## src/rtl/counter_updown_mod_sync_if.sv

```systemverilog
// counter_updown_mod_sync_if
//   Control/status bundle for counter_updown_mod_sync.
//   master : the block that steers the counter (drives En/Up/Load/LoadVal).
//   slave  : the counter itself (drives count/tc/wrap).
//   Signals:
//     En      count enable
//     Up      direction, 1 = up, 0 = down
//     Load    synchronous parallel load
//     LoadVal value loaded when Load=1 (WIDTH bits)
//     count   registered counter value (WIDTH bits)
//     tc      combinational terminal count
//     wrap    registered one-cycle wrap/limit pulse
interface counter_updown_mod_sync_if #(
    parameter int unsigned WIDTH = 4
);
    logic             En;
    logic             Up;
    logic             Load;
    logic [WIDTH-1:0] LoadVal;
    logic [WIDTH-1:0] count;
    logic             tc;
    logic             wrap;

    modport master (
        output En, Up, Load, LoadVal,
        input  count, tc, wrap
    );

    modport slave (
        input  En, Up, Load, LoadVal,
        output count, tc, wrap
    );
endinterface

```

## src/rtl/counter_updown_mod_sync.sv

```systemverilog
// counter_updown_mod_sync
//   Synchronous up/down modulo counter, WIDTH bits, range 0..MODULUS-1.
//   All state updates on rising Clk. Priority per edge: Clr > Load > En.
//   Ports:
//     Clk  clock
//     Clr  synchronous reset, active-high (count<=0, wrap<=0)
//     bus  counter_updown_mod_sync_if.slave: En, Up, Load, LoadVal in;
//          count, tc, wrap out. Interface WIDTH must match the module WIDTH.
//   Configuration macro:
//     COUNTER_UPDOWN_MOD_SYNC_SAT_EN  defined   -> saturate at 0 / MODULUS-1,
//                                                 wrap flags each blocked step
//                                     undefined -> modulo wrap-around
module counter_updown_mod_sync #(
    parameter int unsigned     WIDTH   = 4,
    parameter longint unsigned MODULUS = 64'd1 << WIDTH
) (
    input logic                       Clk,
    input logic                       Clr,
    counter_updown_mod_sync_if.slave  bus
);

    if (WIDTH < 1 || WIDTH > 32) begin : g_bad_width
        $error("counter_updown_mod_sync: WIDTH must be 1..32");
    end
    if (MODULUS < 64'd2 || MODULUS > (64'd1 << WIDTH)) begin : g_bad_modulus
        $error("counter_updown_mod_sync: MODULUS must be 2..2**WIDTH");
    end

    localparam logic [WIDTH-1:0] MAXV = WIDTH'(MODULUS - 64'd1);
    localparam logic [WIDTH-1:0] ONE  = WIDTH'(1);

    logic [WIDTH-1:0] count_q;
    logic             wrap_q;
    logic [WIDTH-1:0] load_clamped;
    logic             at_max;
    logic             at_min;

    assign at_max = (count_q == MAXV);
    assign at_min = (count_q == '0);

    // Out-of-range load values are pinned to the top of the range so the
    // count never leaves 0..MODULUS-1 with a non-power-of-2 modulus.
    always_comb begin
        load_clamped = bus.LoadVal;
        if (64'(bus.LoadVal) > 64'(MAXV)) begin
            load_clamped = MAXV;
        end
    end

    always_ff @(posedge Clk) begin
        if (Clr) begin
            count_q <= '0;
            wrap_q  <= 1'b0;
        end else if (bus.Load) begin
            count_q <= load_clamped;
            wrap_q  <= 1'b0;
        end else if (bus.En) begin
            if (bus.Up) begin
                if (at_max) begin
`ifdef COUNTER_UPDOWN_MOD_SYNC_SAT_EN
                    count_q <= count_q;
`else
                    count_q <= '0;
`endif
                    wrap_q  <= 1'b1;
                end else begin
                    count_q <= count_q + ONE;
                    wrap_q  <= 1'b0;
                end
            end else begin
                if (at_min) begin
`ifdef COUNTER_UPDOWN_MOD_SYNC_SAT_EN
                    count_q <= count_q;
`else
                    count_q <= MAXV;
`endif
                    wrap_q  <= 1'b1;
                end else begin
                    count_q <= count_q - ONE;
                    wrap_q  <= 1'b0;
                end
            end
        end else begin
            wrap_q <= 1'b0;
        end
    end

    assign bus.count = count_q;
    assign bus.wrap  = wrap_q;
    // Unregistered so a following stage can use it directly as its enable.
    assign bus.tc    = bus.En & ((bus.Up & at_max) | (~bus.Up & at_min));

endmodule

```

## src/flat_wrapper.sv

```systemverilog
// flat-port wrapper written by rule: the top's interface ports become plain ports
module counter_updown_mod_sync_flat 
#(
    parameter int unsigned     WIDTH   = 4,
    parameter longint unsigned MODULUS = 64'd1 << WIDTH
)
  (Clk, Clr, bus_En, bus_Up, bus_Load, bus_LoadVal, bus_count, bus_tc, bus_wrap);
  counter_updown_mod_sync_if #(.WIDTH(WIDTH)) bus_i ();
  input logic Clk;
  input logic Clr;
  input wire logic [$bits(bus_i.En)-1:0] bus_En;
  input wire logic [$bits(bus_i.Up)-1:0] bus_Up;
  input wire logic [$bits(bus_i.Load)-1:0] bus_Load;
  input wire logic [$bits(bus_i.LoadVal)-1:0] bus_LoadVal;
  output wire logic [$bits(bus_i.count)-1:0] bus_count;
  output wire logic [$bits(bus_i.tc)-1:0] bus_tc;
  output wire logic [$bits(bus_i.wrap)-1:0] bus_wrap;
  assign bus_i.En = bus_En;
  assign bus_i.Up = bus_Up;
  assign bus_i.Load = bus_Load;
  assign bus_i.LoadVal = bus_LoadVal;
  assign bus_count = bus_i.count;
  assign bus_tc = bus_i.tc;
  assign bus_wrap = bus_i.wrap;
  counter_updown_mod_sync #(.WIDTH(WIDTH), .MODULUS(MODULUS)) u_core (.Clk(Clk), .Clr(Clr), .bus(bus_i));
endmodule
```

## config.mk

```make
export PLATFORM = sky130hd
export DESIGN_NAME = counter_updown_mod_sync_flat
export DESIGN_NICKNAME = d
export VERILOG_FILES = /design/src/rtl/counter_updown_mod_sync_if.sv /design/src/rtl/counter_updown_mod_sync.sv /design/src/flat_wrapper.sv
export SDC_FILE = /design/constraint.sdc
export NUM_CORES = 1
export LEC_CHECK = 0
export ABC_AREA = 1
export BUFFER_PORTS_ARGS = -buffer_cell sky130_fd_sc_hd__buf_2
export CAP_MARGIN = 40
export CORE_AREA = 3 3 40 42
export CTS_CLUSTER_SIZE = 8
export DETAILED_ROUTE_END_ITERATION = 12
export DIE_AREA = 0 0 43 45
export PLACE_DENSITY = 0.58
export SYNTH_ARGS = -nofsm -noshare
export SYNTH_HDL_FRONTEND = slang
export SYNTH_SLANG_ARGS = --single-unit
```

## constraint.sdc

```tcl
create_clock -name Clk -period 3 [get_ports Clk]
set_input_delay 0.15 -clock Clk [delete_from_list [all_inputs] [get_ports Clk]]
set_output_delay 0.15 -clock Clk [all_outputs]
set_load 0.1 [all_outputs]
```

After elaboration in Yosys (flattened, before gate mapping)
Index checks and enable logic that the tools add are counted.

Bits in registers: 5. Bits of input ports: 9. Output and inout bits: 6.

$add $sub $neg: 2. Eq/ne operators: 1. Multiplexer cells: 8. Bitwise operators: 6. Reductions and logical operators: 3.

Operators with widths (number): two-way mux 4 bit (5); adder 4 x 1 -> 4 bit, second input constant (1); equality test 4 bit, second input constant (1); zero test 4 bit (1); subtractor 4 x 1 -> 4 bit, second input constant (1); bitwise AND 1 bit (3); two-way mux 1 bit (3); OR reduction 3 bit (1); NOT 1 bit (2); nonzero test 2 bit (1); OR 1 bit (1).

Depth between registers and ports, before layout
Gate-level depths: netlist of run 1.

Depth in word-level cells: 5. Mapped depth: 8. Depth with buffers taken out: 8.

Worst setup path after synthesis of run 1
OpenSTA, ideal clock, no wires.

Kind: reg2out. From: register u_core.count_q[0], in the netlist u_core.bus.count[0]. To: output port bus_tc. Data arrival time: 2903 ps. Required time: 2850 ps. Path slack: -53 ps. Stages on the path, launching flop included: 6. Path through: dfxtp_1 ha_1 nand3_1 nor2_1 a21oi_1 nor2_1.

Longest elaborated chain between the ends: 4.

RTL lines: from (decl) (line counter_updown_mod_sync.sv:32) `logic [WIDTH-1:0] count_q;`; from (signal assigned) (line counter_updown_mod_sync.sv:55) `count_q <= load_clamped;`; from (signal assigned) (line counter_updown_mod_sync.sv:67) `count_q <= count_q + ONE;`; from (signal assigned) (line counter_updown_mod_sync.sv:79) `count_q <= count_q - ONE;`; equality test 4 bit or zero test 4 bit (tied branches) (line counter_updown_mod_sync.sv:38, counter_updown_mod_sync.sv:39); bitwise AND 1 bit (line counter_updown_mod_sync.sv:91) `assign bus.tc = bus.En & ((bus.Up & at_max) | (~bus.Up & at_min));`; OR 1 bit * (line counter_updown_mod_sync.sv:91); bitwise AND 1 bit * (line counter_updown_mod_sync.sv:91); to (decl) (line flat_wrapper.sv:16) `output wire logic [$bits(bus_i.tc)-1:0] bus_tc;`.

Every way passes the cells marked *; elsewhere a longest branch is shown, timed or not.

Final worst setup path of run 1
Same ends and word-level chain as after synthesis.

==> results of run 1 <==
[layer usage]
| layer | global-route usage (%) | vias up | share of wire [%] |
|---|---|---|---|
| li1 | - | 214 | - |
| met4 | 1.81 | 0 | 0 |
| met2 | 16.2 | 8 | 49 |
| met5 | 0 | - | 0 |
| met1 | 12.9 | 186 | 46 |
| met3 | 3.59 | 0 | 4.9 |
[layout make-up]
class / instances / area [µm²] / share of cell area (%)
Clock buffer: 4 / 26.3 / 5.47
Inverter: 8 / 30.0 / 6.25
Multi-Input combinational cell: 40 / 235 / 49.0
Sequential cell: 5 / 100 / 20.8
Tap cell: 15 / 18.8 / 3.91
Timing Repair Buffer: 14 / 70.1 / 14.6
[critical path, stage by stage, from the launching register on]
cell and delay, ns:
dfxtp_1 0.36, inv_1 0.12, ha_1 0.18, inv_1 0.06
nor3_2 0.15, a21oi_1 0.14, nor2_2 0.09, buf_2 0.42
[sequential cells by signal, summed over array words and instances (netlist names)]
register / flops
u_core.bus.count: 4
u_core.bus.wrap: 1
[logic make-up (layout without fill, tap and decap cells)]
family                     after synthesis  in the layout
and+or+nand+nor                         26             26
AOI/OAI and AO/OA                       10             10
buffers and inverters                    9             26
DFF                                      5              5
adders and majority gates                2              2
xor gates and xnor gates                 2              2
[final timing paths]
| check | endpoint | cells after the start | start | slack [ns] |
|---|---|---|---|---|
| max | bus_tc | 7 | u_core.bus.count[0]$_SDFFE_PP0P_ | 1.08 |
| min | u_core.bus.count[0]$_SDFFE_PP0P_ | 2 | Clr | 0.14 |
| max reg2reg | u_core.bus.count[2]$_SDFFE_PP0P_ | 7 | u_core.bus.count[0]$_SDFFE_PP0P_ | 1.64 |
| min reg2reg | u_core.bus.count[1]$_SDFFE_PP0P_ | 2 | u_core.bus.count[1]$_SDFFE_PP0P_ | 0.56 |
[power groups by stage]
| stage | combinational, mW | clock (mW) | sequential [mW] |
|---|---|---|---|
| final | 0.0869 | 0.0793 | 0.0796 |
| after global routing | 0.0936 | 0.0859 | 0.0803 |
| after CTS | 0.0874 | 0.0816 | 0.0794 |
| after detailed placement | 0.0870 | 0 | 0.0808 |
| after global placement | 0.0870 | 0 | 0.0807 |
| after floorplan | 0.0410 | 0 | 0.109 |
[cells in the mapped netlist]
cell type	n
nand3_1	5
buf_6	1
a21oi_1	4
nor3_2	1
ha_1	2
o21ai_1	1
xnor2_1	1
a21oi_2	1
dfxtp_1	5
nand2_1	12
a31oi_1	1
nand3b_1	1
nand4_1	2
inv_2	1
nor4_2	1
a22oi_1	3
xor2_1	1
inv_1	7
nor2_1	4
[through the flow]
| stage | util, % | std cells | area, µm² | setup WS (ns) | total power [mW] |
|---|---|---|---|---|---|
| 2_1_floorplan | - | 54 | 377 | 0.406 | 0.150 |
| 3_3_place_gp | 35.3 | 82 | 454 | 1.36 | 0.168 |
| 3_5_place_dp | 35.3 | 82 | 454 | 1.36 | 0.168 |
| 4_1_cts | 37.4 | 86 | 480 | 1.08 | 0.248 |
| 5_1_grt | 37.4 | 86 | 480 | 0.961 | 0.260 |
| 6_report | 37.4 | 86 | 480 | 1.08 | 0.246 |
==> qor.yml, run 1 <==
sta:
  skew_ns: 0.00189
  rsz0062_at_grt: "no"
  finalCritPeriodShare_pct: 64.0
  worst_pin_slew_ns: 0.490
  maxSlewViolCount: 0
  layout_min_cycle_time_ns: 1.92
  setup_violations: 0
  hold_viol_final: 0
  fmax_mhz: 521
  hold_slack_ns: 0.141
  setup_tns_ns: 0
  max_slew_margin_pct: 67.6
placed_design:
  port_buffers: 14
  gp_congestion: 0.722
  hpwlAfterDp_um: 738
die:
  start_util_pct: 29.1
  rows: 13
  die_y_um: 45
  core_area_um2: 1280
  dieWidth_um: 43
  ioPinCount: 15
  design.die.area_um2: 1940
hold_path:
  hp-class: "input pin to flop"
worst_setup_path:
  crit_required_ns: 2.85
  critPathMaxFanout: 7
  critPathLaunchType: "flop"
  cp.arrival_ns: 1.77
  cp-end-kind: "primary output"
  path_class: "flop to primary output"
power:
  p_leak_nw: 0.238
  switching_share_pct: 41.3
  switchingPower_mw: 0.102
  p_comb_share_pct: 35.4
  power_density_nw_per_um2: 512
  peakVddDrop_mv: 0.204
  p_seq_share_pct: 32.4
  power.share.clock_pct: 32.3
  intPower_mw: 0.144
route:
  via_count: 408
  finalWirelength_um: 925
  drc: 0
  drt_iter0_markers: 13
  drt-vias-per-instance: 4.74
  drt_first_pass_iters: 4
  ant_nets: 0
  routedWlPerCell_um: 10.8
global_routing:
  grt_pass1_vias: 339
  antenna_found_initial: 0
  grtUsageTotal_pct: 9.98
  grt_pass1_wl_um: 1470
  grt_overflow_total: 0
  grt_max_degree: 9
yosys:
  synthMuxAreaShare_pct: 0
  yosysSeqAreaShare_pct: 26.8
  synth_top_family_by_area: "simple AND/OR/NAND/NOR gates"
  synth.area.top_cells: "dfxtp_1 (27%), nand2_1 (12%), inv_1 (7.0%), ha_1 (6.7%), nand3_1 (6.7%)"
  synthAdderAreaFrac_pct: 6.69
  synthSimpleGateAreaFrac_pct: 34.1
  avgSynthCellArea_um2: 6.93
  synth_nets: 65
  synthesis.area_um2: 374
  ys_ff_latch: 5
  synth_warnings: 0
  synth_xor_area_share_pct: 4.68
  synth_area_leader_cell: "dfxtp_1"
  synth_compound_area_share_pct: 16.7
  synthCells: 54
  yosysTopAreaCellShare_pct: 26.8
  synth_cell_type_count: 19
clocking:
  cts_made_buffers: 3
  clockBufferDepth: 2
  clock_latency_ns: 0.24
  cts.root.buffer_cell: "clkbuf_4"
  hold_buffers: 0
  clkSinkCount: 5
  cts_tree: "yes"
  htreeDepth: 1
  cts_resized: 0
  cts_setup_buffers: 0
  clk_pin_slew_worst_paths_ns: 0.04
cells_and_area:
  nets: 83
  drive_gt1_share_pct: 31.0
  fillers: 144
  area_growth_pct: 28.4
  antenna_cells: 0
  final_common_cell: "buf_2"
  final_cell_mix: "buf_2 (14), nand2_1 (12), inv_1 (7)"
outcome:
  outcome: "finished, final reports clean"
flow_run:
  drv.max_cap_violation_count: 0
(Power assumes the default switching activity.)
==> inputs of run 2 (changes only) <==
- PLACE_DENSITY: 0.58 -> 0.6
- clock period: 3 -> 1.6 ns (I/O delays scaled with it)
==> run 2 against run 1 <==
  * Sequential power up 92%
  * Clock skew up 0.0023 ns
  * Power up 110%
  * Setup slack worse by 1.0 ns
  * Critical path type unchanged
  * Cell area up 29%
  * Die area unchanged
  * Non-clock buffer count up 5
  * Clock power up 90%
==> qor.yml, run 2 (synthesis results as in run 1) <==
clocking:
  hold_buffers: 0
  cts.root.buffer_cell: "clkbuf_4"
  clockBufferDepth: 2
  cts_tree: "yes"
  cts_made_buffers: 3
  clkSinkCount: 5
  clk_pin_slew_worst_paths_ns: 0.05
  htreeDepth: 1
  clock_latency_ns: 0.25
sta:
  max_slew_margin_pct: 67.7
  layout_min_cycle_time_ns: 1.53
  fmax_mhz: 653
  setup_violations: 0
  hold_viol_final: 0
  finalCritPeriodShare_pct: 95.7
  worst_pin_slew_ns: 0.488
  skew_ns: 0.00419
  maxSlewViolCount: 0
cells_and_area:
  area_growth_pct: 65.2
  final_cells: 91
  nets: 88
  fillers: 135
  largest_reg_flops: 4
  drive_gt1_share_pct: 51.3
  final-seq-area_um2: 115
  largestRegisters: "u_core.bus.count (4), u_core.bus.wrap (1)"
  regMostFlops: "u_core.bus.count"
  fin_util_pct: 48.1
  final_common_cell: "buf_2"
  multi_input_area_um2: 288
  fin_area_um2: 618
  antenna_cells: 0
  final_cell_mix: "buf_2 (13), nand2_1 (12)"
global_routing:
  grt_pass1_vias: 363
  grt_pass1_wl_um: 1570
  grt_overflow_total: 0
  grt_max_degree: 9
  grtUsageTotal_pct: 11.1
  antenna_found_initial: 0
power:
  p_comb_share_pct: 40.7
  switchingPower_mw: 0.210
  power.total_mw: 0.513
  peakVddDrop_mv: 0.350
  switching_share_pct: 40.9
  power_density_nw_per_um2: 830
  power.share.clock_pct: 29.4
  p_seq_share_pct: 29.9
  intPower_mw: 0.303
  p_leak_nw: 0.272
worst_setup_path:
  crit_start: "u_core.bus.count[1]$_SDFFE_PP0P_"
  critPathMaxFanout: 5
  ff2ff_setup_slack_ns: 0.32
  timing.critical_path.slowest_stage_cell: "dfxtp_4"
  critPathLaunchType: "flop"
  cp-end-kind: "primary output"
  cp.arrival_ns: 1.45
  critPathBufInv: 3
  crit_path_max_incr_delay_ns: 0.37
  r2r-end: "u_core.bus.wrap$_SDFF_PP0_"
  crit_family: "flip-flops"
  path_cells: "inv_4, ha_4, inv_2, nor3_4, a21oi_2, nor2_4, buf_12"
  rr_startpoint: "u_core.bus.count[1]$_SDFFE_PP0P_"
  r2r_cells: 7
  path_class: "flop to primary output"
  crit_required_ns: 1.52
hold_path:
  hp-class: "input pin to flop"
  hp-start: "Clr"
  whs_endpoint: "u_core.bus.count[0]$_SDFFE_PP0P_"
  hold_path_depth: 2
placed_design:
  hpwlAfterDp_um: 741
  gp_congestion: 0.705
  port_buffers: 14
  place_area_um2: 513
  dp_cells: 82
route:
  ant_nets: 0
  drt_first_pass_iters: 4
  finalWirelength_um: 1000
  drc: 0
  routedWlPerCell_um: 11.0
  via_count: 439
  drt-vias-per-instance: 4.82
  drt_iter0_markers: 6
die:
  start_util_pct: 29.1
  dieWidth_um: 43
  ioPinCount: 15
  design.die.area_um2: 1940
  rows: 13
  core_area_um2: 1280
  die_y_um: 45
outcome:
  outcome: "finished, final reports clean"
flow_run:
  drv.max_cap_violation_count: 0
-- run 2: worst max-delay path by stage --
| stage | endpoint | depth (start not counted) |
|---|---|---|
| global placement | bus_tc | 7 |
| floorplan | bus_tc | 5 |
| CTS | bus_tc | 7 |
| finish | bus_tc | 7 |
| detailed placement | bus_tc | 7 |
| global route | bus_tc | 7 |
-- run 2: area by class of cell --
| cell class | count | share of cell area [%] |
|---|---|---|
| Timing Repair Buffer | 19 | 21.9 |
| Tap cell | 15 | 3.04 |
| Multi-Input combinational cell | 40 | 46.6 |
| Inverter | 8 | 5.67 |
| Sequential cell | 5 | 18.6 |
| Clock buffer | 4 | 4.25 |
-- run 2: through the flow --
stage	TNS, ns	hold slack (ns)	setup slack, ns
global placement	0	0.319	0.307
detailed placement	0	0.310	0.279
global route	-0.00375	0.0537	-0.00375
floorplan	-0.00608	0.133	-0.00608
CTS	0	0.0540	0.00921
finish	0	0.0616	0.0692
-- run 2: timing repair --
action,4_1_cts,5_1_grt
setup buffers,0,5
endpoints found under the setup margin,0,1
endpoints found under the hold margin,0,0
gates resized for setup,0,7
-- run 2: power by group through the flow --
stage	registers [mW]	logic [mW]	clock network (mW)
CTS	0.152	0.173	0.159
global route	0.155	0.226	0.168
detailed placement	0.155	0.172	0
global placement	0.155	0.172	0
finish	0.153	0.209	0.151
floorplan	0.206	0.0817	0
-- run 2: routing by layer --
layer	GRT usage [%]	part of all wire, %
met1	14.2	43
met2	15.9	50
met3	4.78	5.9
met4	5.42	0.40
met5	0	0
-- run 2: worst register-to-register path, stage by stage, from the launching register on --
cell	delay [ns]
dfxtp_4	0.37
inv_4	0.07
ha_4	0.14
inv_2	0.05
nor3_4	0.19
a21oi_2	0.10
buf_4	0.14
nor4_2	0.12
==> inputs of run 3 (changes only) <==
- ABC_AREA: 1 -> 0
- HOLD_SLACK_MARGIN: not set -> 0.1
- PLACE_DENSITY: 0.6 -> 0.58
==> run 3 against run 2 <==
  * The run now ends with negative setup slack left
  * Global-route usage hardly changed
  * Final cell count is 8.8% lower
  * Register-to-register slack worse by 0.18 ns
  * Fmax is 10% lower
  * Cell area is 7.7% lower
  * Utilization is 3.7 points lower
  * Count of clock-buffer cells in the layout stayed put
  * Setup slack worse by 0.17 ns
  * Worst hold slack better by 0.064 ns
  * Routed wire length hardly changed
  * Critical endpoint unchanged
  * Largest cell class unchanged
  * Largest power group unchanged
==> qor.yml, run 3 <==
outcome:
  outcome: "complete, but fails checks"
  violations: "negative setup slack"
cells_and_area:
  antenna_cells: 0
  largestRegisters: "u_core.bus.count (4), u_core.bus.wrap (1)"
  final_cell_mix: "buf_2 (13), nand2_1 (4), a21oi_1 (4)"
  fin_util_pct: 44.4
  nets: 80
  regMostFlops: "u_core.bus.count"
  final_common_cell: "buf_2"
  drive_gt1_share_pct: 48.5
  largest_reg_flops: 4
  area_growth_pct: 63.4
yosys:
  yosysTopAreaCellShare_pct: 28.7
  avgSynthCellArea_um2: 7.93
  synth_nets: 55
  synthesis.area_um2: 349
  synth_warnings: 0
  ys_ff_latch: 5
  synth.area.top_cells: "dfxtp_1 (29%), ha_1 (7.2%), a21oi_1 (5.7%), o21ai_0 (4.3%), a211oi_1 (4.3%)"
  yosysMostFrequentCell: "dfxtp_1"
  yosysSeqAreaShare_pct: 28.7
  synth_area_leader_cell: "dfxtp_1"
  synth_edf_count: 0
  async_reset_ff_share_pct: 0
  synth_cell_type_count: 24
  synthFlopType: "dfxtp_1"
  ys_top_cells_by_count: "dfxtp_1 (5), a21oi_1 (4), inv_1 (4), nand2_1 (4)"
  synthCells: 44
clocking:
  clock_latency_ns: 0.24
  clockBufferDepth: 2
  clkSinkCount: 5
  cts_made_buffers: 3
  clk_pin_slew_worst_paths_ns: 0.05
  htreeDepth: 1
  cts.root.buffer_cell: "clkbuf_4"
  cts_tree: "yes"
worst_setup_path:
  r2r_cells: 6
  path_class: "flop to primary output"
  cp.arrival_ns: 1.62
  critPathMaxFanout: 2
  crit_required_ns: 1.52
  cp-end-kind: "primary output"
  ff2ff_setup_slack_ns: 0.14
  rr_startpoint: "u_core.bus.count[0]$_SDFFE_PP0P_"
  r2r-end: "u_core.bus.count[0]$_SDFFE_PP0P_"
  critPathLaunchType: "flop"
route:
  via_count: 405
  ant_nets: 0
  finalWirelength_um: 1000
  drt_first_pass_iters: 6
  drc: 0
  drt_iter0_markers: 5
  drt-vias-per-instance: 4.88
  routedWlPerCell_um: 12.1
power:
  p_leak_nw: 0.260
  peakVddDrop_mv: 0.333
  power_density_nw_per_um2: 875
sta:
  setup_tns_ns: -0.102
  hold_viol_final: 0
  skew_ns: 0.00390
  fmax_mhz: 588
  rsz0062_at_grt: "yes"
  max_slew_margin_pct: 67.6
  maxSlewViolCount: 0
  finalCritPeriodShare_pct: 106
  fin_ws_ns: -0.102
  layout_min_cycle_time_ns: 1.70
  setup_violations: 1
  worst_pin_slew_ns: 0.489
hold_path:
  hold_path_depth: 3
  whs_endpoint: "u_core.bus.count[2]$_SDFFE_PP0P_"
  hp-class: "input pin to flop"
  hp-start: "bus_LoadVal[2]"
global_routing:
  antenna_found_initial: 0
  grtUsageTotal_pct: 11.1
  grt_pass1_vias: 360
  grt_overflow_total: 0
  grt_max_degree: 10
  grt_pass1_wl_um: 1590
die:
  core_area_um2: 1280
  design.die.area_um2: 1940
  ioPinCount: 15
  die_y_um: 45
  dieWidth_um: 43
  start_util_pct: 27.2
  rows: 13
flow_run:
  drv.max_cap_violation_count: 0
placed_design:
  port_buffers: 14
  gp_congestion: 0.734
## run 3: cell count changes after synthesis, moves of 2 or more
cell,delta
o21ai_0,+3
a22oi_1,-3
a211oi_1,+2
nand2_1,-8
nand3_1,-3
nand4_1,-2
inv_1,-3
## run 3: worst max path at each step
stage | from | to | slack [ns] | cells after the start
floorplan | u_core.bus.count[1]$_SDFFE_PP0P_ | bus_tc | 0.001 | 5
global placement | u_core.bus.count[1]$_SDFFE_PP0P_ | bus_tc | 0.12 | 6
detailed placement | u_core.bus.count[1]$_SDFFE_PP0P_ | bus_tc | 0.1 | 6
CTS | u_core.bus.count[1]$_SDFFE_PP0P_ | bus_tc | -0.11 | 6
global route | u_core.bus.count[0]$_SDFFE_PP0P_ | bus_tc | -0.16 | 6
finish | u_core.bus.count[0]$_SDFFE_PP0P_ | bus_tc | -0.10 | 6
## run 3: critical path, cell delays in order (launching register included)
cell     delay, ns
dfxtp_4       0.35
inv_4         0.05
ha_4          0.12
or3b_4        0.38
o21ai_2       0.14
and2_4        0.17
buf_12        0.16
## run 3: metal layers
metal	up-vias	share of wire [%]	wire [µm]	track usage, %
met2	17	48	481	15.3
li1	209	-	-	-
met4	0	1.4	14	6.63
met3	2	7.1	71	5.98
met1	177	43	434	13.5
met5	-	0	0	0
## run 3: power by group
part | switching, mW | leakage (nW) | internal [mW] | total [mW]
sequential | 0.0138 | 0.0431 | 0.135 | 0.149
combinational | 0.128 | 0.202 | 0.0734 | 0.202
clock | 0.0543 | 0.0150 | 0.0945 | 0.149
total | 0.196 | 0.260 | 0.303 | 0.499
## run 3: cell families after synthesis
kind of cell / after synthesis / share of synthesized area, %
and+or+nand+nor: 15 / 22.6
AOI/OAI and AO/OA: 14 / 26.2
DFF: 5 / 28.7
buffers and inverters: 4 / 4.30
xor gates and xnor gates: 2 / 5.02
muxes: 2 / 6.09
adders and majority gates: 2 / 7.17
## run 3: final cells by class
class	instances	area, µm²
Fill cell	136	714
Tap cell	15	18.8
Multi-Input combinational cell	35	258
Timing Repair Buffer	20	138
Clock buffer	4	26.3
Sequential cell	5	110
Inverter	4	20.0
## run 3: repair_timing
item,4_1_cts,5_1_grt
pin swaps,3,1
setup endpoints to repair,1,1
hold endpoints to repair,4,0
resized for setup,5,3
setup buffers,2,0
hold buffers,3,0
## run 3: through the flow
stage | area [µm²] | power, mW | hold WS, ns | setup slack (ns) | std cells
2_1_floorplan | 362 | 0.279 | 0.139 | 0.00115 | 44
5_1_grt | 571 | 0.531 | 0.134 | -0.163 | 83
3_3_place_gp | 473 | 0.322 | 0.323 | 0.117 | 74
3_5_place_dp | 473 | 0.323 | 0.319 | 0.0964 | 74
4_1_cts | 562 | 0.500 | 0.113 | -0.112 | 83
6_report | 571 | 0.499 | 0.126 | -0.102 | 83
